===== src/rtl/datapath_pkg.sv =====
// Shared datapath geometry and types for the writeback/register-file slice.
package datapath_pkg;

  localparam int DATA_W_DEF = 32;
  localparam int ADDR_W_DEF = 5;

  typedef logic [DATA_W_DEF-1:0] word_t;
  typedef logic [ADDR_W_DEF-1:0] regaddr_t;

  // Architectural zero register: reads as 0, writes are discarded.
  localparam regaddr_t REG_ZERO = '0;

endpackage


===== src/rtl/s4_writeback_regfile_read_port.sv =====
// One register-file read port: r0 forcing plus optional same-cycle write-through.
// Bypass behaviour is selected by the WB_BYPASS_EN macro.
module wb_read_port
  import datapath_pkg::*;
#(
  parameter int DATA_W = DATA_W_DEF,
  parameter int ADDR_W = ADDR_W_DEF
) (
  input  logic [ADDR_W-1:0] rd_addr,
  input  logic [DATA_W-1:0] stored,
  input  logic              wr_live,
  input  logic [ADDR_W-1:0] wb_sel,
  input  logic [DATA_W-1:0] wb_data,
  output logic [DATA_W-1:0] rd_data
);

  logic is_zero;
  logic hit;

  assign is_zero = (rd_addr == ADDR_W'(REG_ZERO));
  assign hit     = wr_live && (wb_sel == rd_addr) && !is_zero;

`ifdef WB_BYPASS_EN
  always_comb begin
    rd_data = stored;
    if (is_zero) rd_data = '0;
    else if (hit) rd_data = wb_data;
  end
`else
  // Without bypass the write becomes visible from the next cycle only.
  logic unused_bypass;
  assign unused_bypass = hit ^ (^wb_data);

  always_comb begin
    rd_data = stored;
    if (is_zero) rd_data = '0;
  end
`endif

endmodule


===== src/rtl/s4_writeback_regfile.sv =====
// Stage-4 writeback register file: one write port, two combinational read ports.
// Define WB_BYPASS_EN to forward same-cycle writes to matching reads.
module s4_writeback_regfile
  import datapath_pkg::*;
#(
  parameter int DATA_W = DATA_W_DEF,
  parameter int ADDR_W = ADDR_W_DEF
) (
  input  logic              clk,
  input  logic              rst,
  input  logic [DATA_W-1:0] wb_data,
  input  logic [ADDR_W-1:0] wb_sel,
  input  logic              wb_en,
  input  logic [ADDR_W-1:0] rd_addr_a,
  input  logic [ADDR_W-1:0] rd_addr_b,
  output logic [DATA_W-1:0] rd_data_a,
  output logic [DATA_W-1:0] rd_data_b,
  output logic [31:0]       wr_count,
  output logic              r0_drop
);

  localparam int NREGS = 2 ** ADDR_W;

  logic [DATA_W-1:0] regs_p1 [NREGS];
  logic [31:0]       wr_count_p1;
  logic              r0_drop_p1;

  logic sel_zero;
  logic commit;
  logic wr_live;

  assign sel_zero = (wb_sel == ADDR_W'(REG_ZERO));
  assign commit   = wb_en && !sel_zero;
  // Reads during reset come from the array only; the lost write is never forwarded.
  assign wr_live  = wb_en && !rst;

  // ---- stage 4 commit: write latency one cycle ----
  always_ff @(posedge clk) begin
    if (rst) begin
      for (int i = 0; i < NREGS; i++) regs_p1[i] <= '0;
      wr_count_p1 <= '0;
      r0_drop_p1  <= 1'b0;
    end else begin
      r0_drop_p1 <= wb_en && sel_zero;
      if (commit) begin
        regs_p1[wb_sel] <= wb_data;
        wr_count_p1     <= wr_count_p1 + 32'd1;
      end
    end
  end

  assign wr_count = wr_count_p1;
  assign r0_drop  = r0_drop_p1;

  wb_read_port #(
    .DATA_W (DATA_W),
    .ADDR_W (ADDR_W)
  ) u_port_a (
    .rd_addr (rd_addr_a),
    .stored  (regs_p1[rd_addr_a]),
    .wr_live (wr_live),
    .wb_sel  (wb_sel),
    .wb_data (wb_data),
    .rd_data (rd_data_a)
  );

  wb_read_port #(
    .DATA_W (DATA_W),
    .ADDR_W (ADDR_W)
  ) u_port_b (
    .rd_addr (rd_addr_b),
    .stored  (regs_p1[rd_addr_b]),
    .wr_live (wr_live),
    .wb_sel  (wb_sel),
    .wb_data (wb_data),
    .rd_data (rd_data_b)
  );

endmodule


===== config.mk =====
export PLATFORM = sky130hd
export DESIGN_NAME = s4_writeback_regfile
export DESIGN_NICKNAME = d
export VERILOG_FILES = /design/src/rtl/datapath_pkg.sv /design/src/rtl/s4_writeback_regfile_read_port.sv /design/src/rtl/s4_writeback_regfile.sv
export SDC_FILE = /design/constraint.sdc
export NUM_CORES = 2
export LEC_CHECK = 0
export CORE_UTILIZATION = 50
export CTS_BUF_LIST = sky130_fd_sc_hd__clkbuf_8
export DETAILED_ROUTE_END_ITERATION = 12
export GPL_ROUTABILITY_DRIVEN = 0
export GPL_TIMING_DRIVEN = 0
export PLACE_DENSITY = 0.67
export SETUP_SLACK_MARGIN = 0.2
export SLEW_MARGIN = 0
export SYNTH_ARGS = -nofsm -noshare
export SYNTH_HDL_FRONTEND = slang
export SYNTH_SLANG_ARGS = --single-unit

===== constraint.sdc =====
create_clock -name clk -period 2.8 [get_ports clk]
set_input_delay 0.28 -clock clk [delete_from_list [all_inputs] [get_ports clk]]
set_output_delay 0.28 -clock clk [all_outputs]
set_load 0.005 [all_outputs]

==> flow_summary.json <==
{
  "drive_gt1_share_pct": 31.9,
  "r2r_cells": 6,
  "finalSetupViolations": 64,
  "drc": 0,
  "post-place-ws_ns": -2.22,
  "timing.final.crit_share_pct": 113,
  "synthTopCellsByArea": "edfxtp_1 55%, mux4_2 21%, and2_1 11%",
  "multi_input_area_sq_um": 25600,
  "cts_tree": "done",
  "routed_wirelength_um": 201000,
  "num-nets-final": 4066,
  "detail-route-antenna-nets": 0,
  "p_leak_nw": 22.6,
  "wl_per_cell_um": 35.7,
  "rsz0062_at_grt": "yes",
  "worstHoldPathType": "in2reg",
  "numCtsBuffers": 179,
  "violations": "setup timing",
  "cts_buffer_depth": 3,
  "fin_area_sq_um": 65200,
  "syn_avg_cell_area_sq_um": 15.4,
  "synth_cells": 3640,
  "yosysWarnings": 0,
  "arrival_ns": 2.88,
  "rows": 122,
  "via_per_inst": 6.64,
  "dp_hpwl_um": 136000,
  "hold_violations": 0,
  "pwr_density_cell_nw_per_um2": 569,
  "die_area_sq_um": 113000,
  "dieHeight_um": 337,
  "yosysTopAreaCellShare_pct": 54.9,
  "grt_max_degree": 33,
  "timing.final.ws_setup_ns": -0.360,
  "min_period_ns": 3.16,
  "grt_usage_pct": 35.1,
  "htreeDepth": 4,
  "cts.sinks": 1057,
  "postLayoutCoreUtil_pct": 58.8,
  "async_reset_ff_share_pct": 0,
  "clk_pin_slew_ns": 0.06,
  "slowest_stage": "buf_4",
  "clock_latency_ns": 0.89,
  "port-buffer-count": 136,
  "dpl-instance-area_sq_um": 59300,
  "synth_edf_count": 1024,
  "setup_tns_ns": -13.60,
  "yosysTopAreaCell": "edfxtp_1",
  "cp.depth": 9,
  "synthToLayoutAreaGrowth_pct": 16.5,
  "status": "finished with violations",
  "regArea_sq_um": 31400,
  "num-fill-cells": 8669,
  "clock.fmax_mhz": 316,
  "grt-ovfl-total": 0,
  "grt_pass1_wl_um": 273000,
  "start_util_pct": 50.5,
  "setup.worst_path.end_class": "primary output",
  "die_w_um": 337,
  "synth_commonest_cells": "1024 x edfxtp_1, 994 x and2_1, 512 x mux4_2",
  "yosysSeqAreaShare_pct": 56.1,
  "crit_buf_inv": 5,
  "ir_drop_mv": 0.348,
  "finalNonFillerCells": 5639,
  "post-synth-top-count-cell": "edfxtp_1",
  "core_sq_um": 111000,
  "worstPathRequired_ns": 2.52,
  "worst_clock_skew_ns": 0.00650,
  "num_vias": 37452,
  "ys_seq_elements": 1057,
  "cap_violations": 0,
  "yosysUniqueCellTypes": 45,
  "cp_top_family": "buffers and inverters",
  "dr.pass1.iters": 6,
  "ys.flop_type": "edfxtp_1",
  "path_class": "in2out",
  "antenna_found_initial": 7,
  "crit_fanout": 10,
  "startpoint_type": "input pin",
  "finalMaxSlewViolations": 0,
  "cts_root_buffer": "clkbuf_8",
  "drt_iter0_drc": 5474,
  "ios": 147,
  "tightest_slew_ns": 1.45,
  "hold_depth": 2,
  "max_slew_margin_pct": 3.24,
  "placed_cells": 5296,
  "syn_area_sq_um": 56000,
  "cp_slowest_stage_delay_ns": 0.43,
  "path_cells": "buf_2 > buf_4 > buf_6 > buf_4 > mux2i_4 > nor2_2 > a221oi_4 > a221oi_4 > buf_2",
  "grt_pass1_vias": 36801
}
## cell families after synthesis
kind of cell,share of synthesized area (%)
XOR/XNOR,0.376
other,0.00670
AO/OA/AOI/OAI,3.02
AND/OR/NAND/NOR,13.3
multiplexers,24.1
adder cells (fa/ha/maj),0.0223
buffers and inverters,3.07
flip-flops,56.1
## worst paths after layout
path | startpoint | to | slack [ns]
setup / recovery | rd_addr_b[0] | rd_data_b[17] | -0.36
hold / removal | wb_data[8] | regs_p1[4][8]$_SDFFCE_PN0P_ | 0.16
hold reg to reg | wr_count[24]$_SDFFE_PP0P_ | wr_count[24]$_SDFFE_PP0P_ | 0.50
setup reg to reg | wr_count[0]$_SDFFE_PP0P_ | wr_count[24]$_SDFFE_PP0P_ | 0.68
## worst register-to-register path: stages, from the launching register on
cell	delay, ns
dfxtp_1	0.39
ha_1	0.22
nand4_1	0.22
nor3_2	0.47
nand3_1	0.17
or4_1	0.42
a21oi_1	0.15
## sequential cells by signal, indices dropped and copies added (netlist names)
signal and count:
r0_drop 1, wr_count 32, regs_p1 1024
## layout make-up
type | count | share of cell area [%]
Timing Repair Buffer | 146 | 1.76
Antenna cell | 4 | 0.0153
Clock inverter | 127 | 0.861
Sequential cell | 1057 | 48.2
Multi-Input combinational cell | 2238 | 39.3
Inverter | 5 | 0.0288
Tap cell | 1488 | 2.86
Buffer | 388 | 3.06
Clock buffer | 186 | 3.93
## layer usage
layer | GRT usage [%] | share of wire, % | vias to the layer above | routed length [um]
li1 | - | - | 14802 | -
met1 | 45.3 | 36 | 19131 | 72000
met2 | 54.2 | 45 | 2922 | 91300
met3 | 10.1 | 13 | 593 | 25900
met4 | 18.5 | 5.9 | 4 | 11900
met5 | 0 | 0.010 | - | 21
## cell usage in the layout, fill, tap and decap left out, types with 21 or more instances in the layout
cell and instances:
inv_1 73, clkbuf_8 186, a221oi_4 58, dfxtp_1 33, or2_4 35, mux4_2 512
conb_1 32, mux2i_1 104, nor2_2 72, mux2i_4 61, edfxtp_1 1024, buf_2 108
buf_4 71, clkbuf_2 31, nand2_1 21, clkinv_1 38, nor2_1 54, and2_1 994
clkbuf_1 216, clkdlybuf4s50_1 69, a221oi_2 54, a21o_1 52
## power by group
part,total [W],internal [W],switching (W)
combinational,0.00580,0.00237,0.00342
sequential,0.0186,0.0182,0.000423
clock,0.0127,0.00619,0.00650
total,0.0371,0.0268,0.0103
## through the flow
step / power, W / hold slack, ns
after global placement: 0.0237 / 0.469
after floorplan: 0.0216 / 0.451
final: 0.0371 / 0.159
after global routing: 0.0378 / 0.166
after CTS: 0.0367 / 0.132
after detailed placement: 0.0238 / 0.489
## repair_timing
action,in CTS,in global routing
resized for setup,765,115
pin swaps,45,37
setup endpoints to repair,1241,1441
buffers inserted,0,8
cloned,0,17
hold buffers,1,0
endpoints found under the hold margin,1,0
Note: power is estimated with default switching activity, not from simulation.
